===== config.mk =====
export PLATFORM = sky130hd
export DESIGN_NAME = alu_muldiv_seq
export DESIGN_NICKNAME = d
export VERILOG_FILES = /design/src/rtl/alu_muldiv_seq.sv
export SDC_FILE = /design/constraint.sdc
export NUM_CORES = 1
export LEC_CHECK = 0
export BUFFER_PORTS_ARGS = -buffer_cell sky130_fd_sc_hd__buf_2
export CORE_AREA = 2 2 189 191
export CTS_BUF_LIST = sky130_fd_sc_hd__clkbuf_16
export CTS_CLUSTER_DIAMETER = 40
export DETAILED_ROUTE_END_ITERATION = 7
export DIE_AREA = 0 0 191 193
export PLACE_DENSITY = 0.63
export SYNTH_ARGS = -nofsm -noshare
export SYNTH_HDL_FRONTEND = slang
export SYNTH_SLANG_ARGS = --single-unit

===== constraint.sdc =====
create_clock -name clk -period 5 [get_ports clk]
set_clock_uncertainty 0.1 [all_clocks]
set_input_delay 0.5 -clock clk [delete_from_list [all_inputs] [get_ports clk]]
set_output_delay 0.5 -clock clk [all_outputs]
set_load 0.1 [all_outputs]

===== src/rtl/alu_muldiv_seq.sv =====
// alu_muldiv_seq
// Multi-cycle sequencer for the RV32M multiply/divide group. A start pulse in
// IDLE latches op/operands; PREP takes magnitudes and loads the accumulator,
// CALC runs one shift-add (multiply) or restoring-divide step per cycle, FIX
// applies sign correction and the forced div-by-zero / overflow values, and
// DONE presents the registered result with a one-cycle done pulse.
//
// Ports:
//   clk    in   system clock, rising edge
//   rst    in   synchronous active-high reset
//   start  in   request, sampled only in IDLE
//   op     in   M-extension funct3 (MUL..REMU)
//   src_a  in   rs1 (multiplicand / dividend)
//   src_b  in   rs2 (multiplier / divisor)
//   kill   in   synchronous abort of an in-flight op
//   busy   out  high whenever the FSM is not IDLE
//   done   out  one-cycle result-valid pulse
//   result out  registered result, held until the next done
//
// Optional build macro: MULDIV_EARLY_OUT_EN -- divide-by-zero and signed
// overflow skip CALC (PREP -> FIX). Results are identical; only latency differs.
module alu_muldiv_seq #(
    parameter int WIDTH = 32
) (
    input  logic             clk,
    input  logic             rst,
    input  logic             start,
    input  logic [2:0]       op,
    input  logic [WIDTH-1:0] src_a,
    input  logic [WIDTH-1:0] src_b,
    input  logic             kill,
    output logic             busy,
    output logic             done,
    output logic [WIDTH-1:0] result
);
    localparam int CW = $clog2(WIDTH);

    localparam logic [2:0] OP_MUL    = 3'b000;
    localparam logic [2:0] OP_MULH   = 3'b001;
    localparam logic [2:0] OP_MULHSU = 3'b010;
    localparam logic [2:0] OP_DIV    = 3'b100;
    localparam logic [2:0] OP_REM    = 3'b110;

    typedef enum logic [2:0] {S_IDLE, S_PREP, S_CALC, S_FIX, S_DONE} state_t;

    state_t             state_q;
    logic [2:0]         op_q;
    logic [WIDTH-1:0]   a_q, b_q;
    logic [WIDTH-1:0]   opnd_q;      // multiplicand or divisor magnitude
    logic [2*WIDTH-1:0] acc_q;       // product, or remainder:quotient
    logic [CW-1:0]      cnt_q;
    logic               sign_a_q, sign_b_q, dz_q, ovf_q;
    logic               fix_stage_q; // FIX: 0 = sign correction, 1 = select/override
    logic               busy_q, done_q;
    logic [WIDTH-1:0]   result_q;

    logic               is_div;
    logic               sign_a_d, sign_b_d, dz_d, ovf_d;
    logic [WIDTH-1:0]   mag_a, mag_b;
    logic [WIDTH:0]     mul_sum, div_rem_sh, div_trial;
    logic [WIDTH-1:0]   rem_v, quo_v;
    logic [2*WIDTH-1:0] acc_calc_d, acc_fix_d;
    logic [WIDTH-1:0]   result_d;

    always_comb begin
        is_div   = op_q[2];
        sign_a_d = 1'b0;
        sign_b_d = 1'b0;
        case (op_q)
            OP_MULH, OP_DIV, OP_REM: begin
                sign_a_d = a_q[WIDTH-1];
                sign_b_d = b_q[WIDTH-1];
            end
            OP_MULHSU: sign_a_d = a_q[WIDTH-1];
            default: ;
        endcase
        mag_a = sign_a_d ? -a_q : a_q;
        mag_b = sign_b_d ? -b_q : b_q;
        dz_d  = is_div && (b_q == '0);
        ovf_d = is_div && !op_q[0] && (a_q == {1'b1, {(WIDTH-1){1'b0}}}) && (b_q == '1);

        // Multiply step: conditional add into upper half, shift right keeping carry.
        mul_sum = {1'b0, acc_q[2*WIDTH-1:WIDTH]} + (acc_q[0] ? {1'b0, opnd_q} : {(WIDTH+1){1'b0}});
        // Divide step: the shifted remainder needs WIDTH+1 bits before the trial subtract.
        div_rem_sh = acc_q[2*WIDTH-1:WIDTH-1];
        div_trial  = div_rem_sh - {1'b0, opnd_q};
        if (is_div) begin
            if (div_trial[WIDTH])
                acc_calc_d = {div_rem_sh[WIDTH-1:0], acc_q[WIDTH-2:0], 1'b0};
            else
                acc_calc_d = {div_trial[WIDTH-1:0], acc_q[WIDTH-2:0], 1'b1};
        end else begin
            acc_calc_d = {mul_sum, acc_q[WIDTH-1:1]};
        end

        // Sign correction: product/quotient by sign_a^sign_b, remainder follows dividend.
        rem_v = acc_q[2*WIDTH-1:WIDTH];
        quo_v = acc_q[WIDTH-1:0];
        if (is_div)
            acc_fix_d = {(sign_a_q ? -rem_v : rem_v), ((sign_a_q ^ sign_b_q) ? -quo_v : quo_v)};
        else
            acc_fix_d = (sign_a_q ^ sign_b_q) ? -acc_q : acc_q;

        // Result select; op_q[1] distinguishes REM/REMU from DIV/DIVU.
        if (is_div) begin
            result_d = op_q[1] ? acc_q[2*WIDTH-1:WIDTH] : acc_q[WIDTH-1:0];
            if (dz_q)
                result_d = op_q[1] ? a_q : '1;
            else if (ovf_q)
                result_d = op_q[1] ? '0 : {1'b1, {(WIDTH-1){1'b0}}};
        end else begin
            result_d = (op_q == OP_MUL) ? acc_q[WIDTH-1:0] : acc_q[2*WIDTH-1:WIDTH];
        end
    end

    always_ff @(posedge clk) begin
        if (rst) begin
            state_q     <= S_IDLE;
            busy_q      <= 1'b0;
            done_q      <= 1'b0;
            result_q    <= '0;
            cnt_q       <= '0;
            fix_stage_q <= 1'b0;
            op_q        <= '0;
            a_q         <= '0;
            b_q         <= '0;
            opnd_q      <= '0;
            acc_q       <= '0;
            sign_a_q    <= 1'b0;
            sign_b_q    <= 1'b0;
            dz_q        <= 1'b0;
            ovf_q       <= 1'b0;
        end else if (kill && state_q != S_IDLE) begin
            state_q <= S_IDLE;
            busy_q  <= 1'b0;
            done_q  <= 1'b0;
        end else begin
            case (state_q)
                S_IDLE: begin
                    done_q <= 1'b0;
                    if (start && !kill) begin
                        op_q    <= op;
                        a_q     <= src_a;
                        b_q     <= src_b;
                        busy_q  <= 1'b1;
                        state_q <= S_PREP;
                    end
                end
                S_PREP: begin
                    sign_a_q    <= sign_a_d;
                    sign_b_q    <= sign_b_d;
                    dz_q        <= dz_d;
                    ovf_q       <= ovf_d;
                    opnd_q      <= is_div ? mag_b : mag_a;
                    acc_q       <= {{WIDTH{1'b0}}, (is_div ? mag_a : mag_b)};
                    cnt_q       <= CW'(WIDTH - 1);
                    fix_stage_q <= 1'b0;
`ifdef MULDIV_EARLY_OUT_EN
                    state_q     <= (dz_d || ovf_d) ? S_FIX : S_CALC;
`else
                    state_q     <= S_CALC;
`endif
                end
                S_CALC: begin
                    acc_q <= acc_calc_d;
                    if (cnt_q == '0)
                        state_q <= S_FIX;
                    else
                        cnt_q <= cnt_q - 1'b1;
                end
                S_FIX: begin
                    if (!fix_stage_q) begin
                        acc_q       <= acc_fix_d;
                        fix_stage_q <= 1'b1;
                    end else begin
                        result_q <= result_d;
                        done_q   <= 1'b1;
                        state_q  <= S_DONE;
                    end
                end
                S_DONE: begin
                    done_q  <= 1'b0;
                    busy_q  <= 1'b0;
                    state_q <= S_IDLE;
                end
                default: begin
                    state_q <= S_IDLE;
                    busy_q  <= 1'b0;
                    done_q  <= 1'b0;
                end
            endcase
        end
    end

    assign busy   = busy_q;
    assign done   = done_q;
    assign result = result_q;
endmodule


After elaboration in Yosys (flattened, before gate mapping)
Cells that the tools add are included. W data, S select, Z words.

$add $sub $neg: 8. Eq/ne operators: 17. Bitwise gates (word level): 4. Reduce and logical (&&, ||, !) cells: 31. Muxes and demuxes: 33.

Operator list (number): $mux W32 (14); $mux W64 (5); $pmux W64 S3 (1); $neg A32 Y32 (4); $eq A32 B32 Y1 const B (2); $neg A64 Y64 (1); $add A32 B32 Y33 (1); $sub A33 B32 Y33 (1); $logic_not A32 Y1 (1); $ne A2 B2 Y1 const B (6); $pmux W3 S4 (1); $reduce_and A3 Y1 (4); $pmux W5 S2 (1); $eq A3 B2 Y1 const B (3); $mux W3 (3); $reduce_and A2 Y1 (4); $eq A3 B1 Y1 const B (2); $eq A3 B3 Y1 const B (2); $logic_and A1 B1 Y1 (6); $logic_not A3 Y1 (2); $ne A3 B3 Y1 const B (2); $pmux W1 S2 (3); $reduce_bool A3 Y1 (2); $reduce_or A3 Y1 (2); other kinds (12) (20).

Word-level logic and storage cells: 109. Register bits after elaboration: 210. Input bits: 71.

Longest topological paths before layout
Depth after elaboration: 6. Depth in mapped cells: 15. Depth with buffers taken out: 14.

Worst setup path before layout
OpenSTA, ideal clock, no wires.

Kind: register -> register. Start: register acc_q[0]. End: register acc_q[56]. Buffers on the path: 1. Setup time: 0.123 ns. Arrival time: 3.568 ns. Path slack: 1.209 ns. Required time: 4.777 ns. Stages on the path, launching flop included: 14. Path through: dfxtp_1 > inv_1 > buf_1 > ha_1 > nor4b_1 > nand4_1 > or3_1 > o21a_1 > or3b_4 > nand3b_4 > or4b_4 > nor3b_1 > a21oi_1 > a31oi_1.

Cells in the longest elaborated chain, start to end: 5. Elaborated cells between the ends (all ways): 8. Classes of those cells: add/sub: 2; mux: 6.

RTL lines: start: declaration (RTL line 50) `logic [2*WIDTH-1:0] acc_q;`; start signal: assignment (RTL line 155) `acc_q <= {{WIDTH{1'b0}}, (is_div ? mag_a : mag_b)};`; start signal: assignment (RTL line 165) `acc_q <= acc_calc_d;`; start signal: assignment (RTL line 173) `acc_q <= acc_fix_d;`; $neg A64 Y64 (RTL line 102) `acc_fix_d = (sign_a_q ^ sign_b_q) ? -acc_q : acc_q;`; $mux W64 (RTL line 102); $mux W64 (RTL line 99) `if (is_div)`; $mux W64 (RTL line 172) `if (!fix_stage_q) begin`; $pmux W64 S3 * (RTL line 138) `case (state_q)`.

Mark *: on every way between the ends. The rest lies on a longest branch, timed or not. The select of a mux whose other input is x is not followed. A chain may end at the register's enable or synchronous reset.

Worst setup path in the final report
Start: register acc_q[1]. End: register acc_q[56].

Cells in the longest elaborated chain, start to end: 5.

RTL lines (RTL line): $neg A64 Y64 (102); $mux W64 (102); $mux W64 (99); $mux W64 (172); $pmux W64 S3 (138).

Every way passes these cells. The select of a mux whose other input is x is not followed.

==> run_results.csv <==
group,metric,value,unit
power_and_ir_drop,power_frac_seq,0.242,
power_and_ir_drop,power.density,457,nW/um2
critical_path,r2r_slack,810,ps
clock_tree,cts_hold_buf,0,
clock_tree,clockBufferDepth,3,
clock_tree,cts_buffers,43,
worst_hold_path,min_from,"src_b[1]",
power_and_ir_drop,p_leak,0.00752,uW
layout,final_nets,2624,
power_and_ir_drop,power_switching,3740,uW
clock_tree,ctsResizeCount,0,
place,place_congestion,1.00,
yosys,synth_edf_count,0,
clock_tree,path_clk_slew,60,ps
layout,fillers,3482,
floorplanning,die_w,191,um
power_and_ir_drop,p_comb_frac,0.424,
job,cap_violations,0,
place,io_buffer_count,104,
global_routing,first_global_vias,16700,
power_and_ir_drop,power_frac_clock,0.334,
power_and_ir_drop,p_total,8850,uW
yosys,syn_avg_cell_area,6.91,um2
routing,ant_nets,0,
global_routing,grt_overflow,0,
yosys,ys_seq_elements,210,
layout,fin_area,19400,um2
sta,max_freq,239,MHz
power_and_ir_drop,p_int,5120,uW
critical_path,r2r_end,"acc_q[56]$_SDFFE_PP0P_",
global_routing,grt_max_degree,85,
clock_tree,clk_latency,580,ps
yosys,synth_cells,2496,
critical_path,path_max_fanout,8,
sta,fin_tns_setup,0,ps
yosys,synth_flop_cell,"dfxtp_1",
global_routing,grt.total_usage,0.358,
layout,drive_above_1_share,0.103,
layout,antenna_cells,0,
floorplanning,die_area,36900,um2
yosys,ys_async_sr_fraction,0,
routing,routed_via_density,6.35,
clock_tree,cts_root_buf,"clkbuf_16",
yosys,yosysUniqueCellTypes,71,
sta,hold_violations,0,
worst_hold_path,hold_class,"input port to register",
floorplanning,initial_utilization,0.493,
critical_path,endpoint_kind,"register",
yosys,yosysSeqAreaShare,0.244,
power_and_ir_drop,sw_frac_of_total,0.422,
routing,avgRoutedWirePerCell,22.7,um
routing,vias,18900,
sta,finalMaxSlewViolations,0,
yosys,yosys_warnings,0,
sta,finalCritPeriodShare,0.838,
yosys,synth_area,17300,um2
routing,wl,67600,um
clock_tree,postCtsSetupBuffers,0,
clock_tree,cts_tree,"built",
floorplanning,core_area,35000,um2
sta,worst_slew_pin_slew,1110,ps
layout,area_growth_syn_to_layout,12.3,%
floorplanning,rows,69,
floorplanning,dieHeight,193,um
sta,slew_headroom,0.256,
critical_path,timing.rr.start,"acc_q[1]$_SDFFE_PP0P_",
floorplanning,ios,105,
power_and_ir_drop,ir_worst_vdd,0.313,mV
critical_path,worstPathRequired,5330,ps
sta,setup_viol,0,
yosys,synth_nets,2640,
place,dp_hpwl,50200,um
sta,holdWs,51.7,ps
clock_tree,clock_sinks,210,
global_routing,grt_pass1_wl,101000,um
critical_path,start_kind,"register",
worst_hold_path,hold_end,"b_q[1]$_SDFFE_PP0P_",
global_routing,grt_antenna_before_repair,2,
sta,fin_crit,4190,ps
worst_hold_path,holdPathStages,3,
place,placed_area,17900,um2
routing,drt_pre_antenna_iters,8,
routing,drc_errors,0,
sta,rsz0062_at_grt,"no",
status,status,"complete, no violations",
clock_tree,htreeDepth,2,
critical_path,worstPathArrival,4520,ps
routing,drt_iter0_drc,2049,
critical_path,crit_type,"register to register",
critical_path,ff2ff_path_depth,12,
==> power by group through the flow <==
stage	combinational [uW]	clock [uW]	sequential (uW)
2_1_floorplan	2840	0	1970
3_3_place_gp	3630	0	2160
3_5_place_dp	3650	0	2160
4_1_cts	3680	2970	2130
5_1_grt	4060	3070	2160
6_report	3760	2950	2140
==> synthesized netlist by cell type (all sizes together) (11+ instances only) <==
master	count	area [um2]
o22ai	25	156
nand4	23	144
a22oi	11	82.6
dfxtp	210	4200
ha	71	888
nor3	72	360
or3	22	148
a21o	34	255
buf	27	113
o211ai	28	210
nand3	33	165
mux2i	53	531
a21oi	339	1700
xor2	63	552
nor4	26	169
a211oi	100	751
mux2	12	135
o31ai	18	135
nand2b	21	131
inv	67	251
a31oi	35	219
o21ai	147	736
nor2	296	1110
clkbuf	175	657
o21a	13	97.6
o21bai	11	82.6
a221oi	33	289
or4	12	90.1
nand2	308	1160
nor2b	43	269
xnor2	71	622
==> area by class of cell <==
class	count	area, um2	area share
multi-input combinational	2017	12100	0.622
sequential	210	4210	0.217
clock buffer	44	1100	0.0568
timing repair buffer	141	805	0.0415
tap	461	577	0.0298
clock inverter	35	372	0.0192
inverter	67	251	0.0130
==> layer usage <==
metal / share of wire / vias to the layer above / GRT usage / routed length (um)
li1: - / 8964 / - / -
met1: 0.42 / 8864 / 0.481 / 28600
met2: 0.45 / 904 / 0.572 / 30300
met3: 0.088 / 161 / 0.0595 / 5940
met4: 0.040 / 2 / 0.143 / 2710
met5: 0.00018 / - / 0 / 12
==> layout by cell type, fill, tap and decap left out, types with 23 or more instances in the layout <==
cell / n
nand3_1: 33
nor3_1: 72
xor2_1: 63
a221oi_1: 33
a21o_1: 34
dfxtp_1: 207
nand2_1: 308
xnor2_1: 70
nor2_1: 293
a211oi_1: 100
nor4_1: 24
inv_1: 67
buf_2: 103
ha_1: 71
o22ai_1: 25
mux2i_1: 53
nor2b_1: 43
clkbuf_16: 44
o211ai_1: 28
o21ai_0: 146
nand4_1: 23
buf_4: 37
a21oi_1: 338
a31oi_1: 35
==> metrics by stage <==
stage               setup slack, ps  cells   util
finish                          810   2975  0.554
global route                    588   2975  0.554
CTS                             844   2975  0.554
detailed placement              859   2896  0.512
global placement                898   2896  0.512
floorplan                      1210   2496      -
==> registers in the layout, summed over array words and instances, names as in the netlist, 3 cells and up <==
signal,flops
result,32
a_q,32
op_q,3
cnt_q,5
acc_q,64
state_q,3
b_q,32
opnd_q,32
==> worst max path at each step <==
| stage | end | cells past startpoint | startpoint | slack [ps] |
|---|---|---|---|---|
| after floorplan | acc_q[56]$_SDFFE_PP0P_ | 13 | acc_q[0]$_SDFFE_PP0P_ | 1210 |
| after CTS | acc_q[43]$_SDFFE_PP0P_ | 14 | acc_q[31]$_SDFFE_PP0P_ | 840 |
| after detailed placement | acc_q[43]$_SDFFE_PP0P_ | 14 | acc_q[31]$_SDFFE_PP0P_ | 860 |
| after global routing | acc_q[60]$_SDFFE_PP0P_ | 12 | acc_q[0]$_SDFFE_PP0P_ | 590 |
| final | acc_q[56]$_SDFFE_PP0P_ | 12 | acc_q[1]$_SDFFE_PP0P_ | 810 |
| after global placement | acc_q[43]$_SDFFE_PP0P_ | 14 | acc_q[31]$_SDFFE_PP0P_ | 900 |
==> critical path, cell delays in order (launching register included) <==
cell and delay (ps):
dfxtp_1 390, inv_1 120, ha_1 230, nor4b_1 440
nand4_1 380, or3_1 570, o21a_1 260, or3b_4 450
nand3b_4 180, or4b_4 520, nor3b_1 150, a21oi_1 150
a31oi_1 100
==> logic make-up after synthesis <==
family                     Yosys count  synth area share
buffers and inverters              269            0.0592
adders and majority gates           73            0.0538
and+or+nand+nor                    900             0.237
xor gates and xnor gates           134            0.0680
AOI/OAI and AO/OA                  845             0.300
muxes                               65            0.0386
DFF                                210             0.244
No activity file was read; power rests on OpenSTA's default activity.
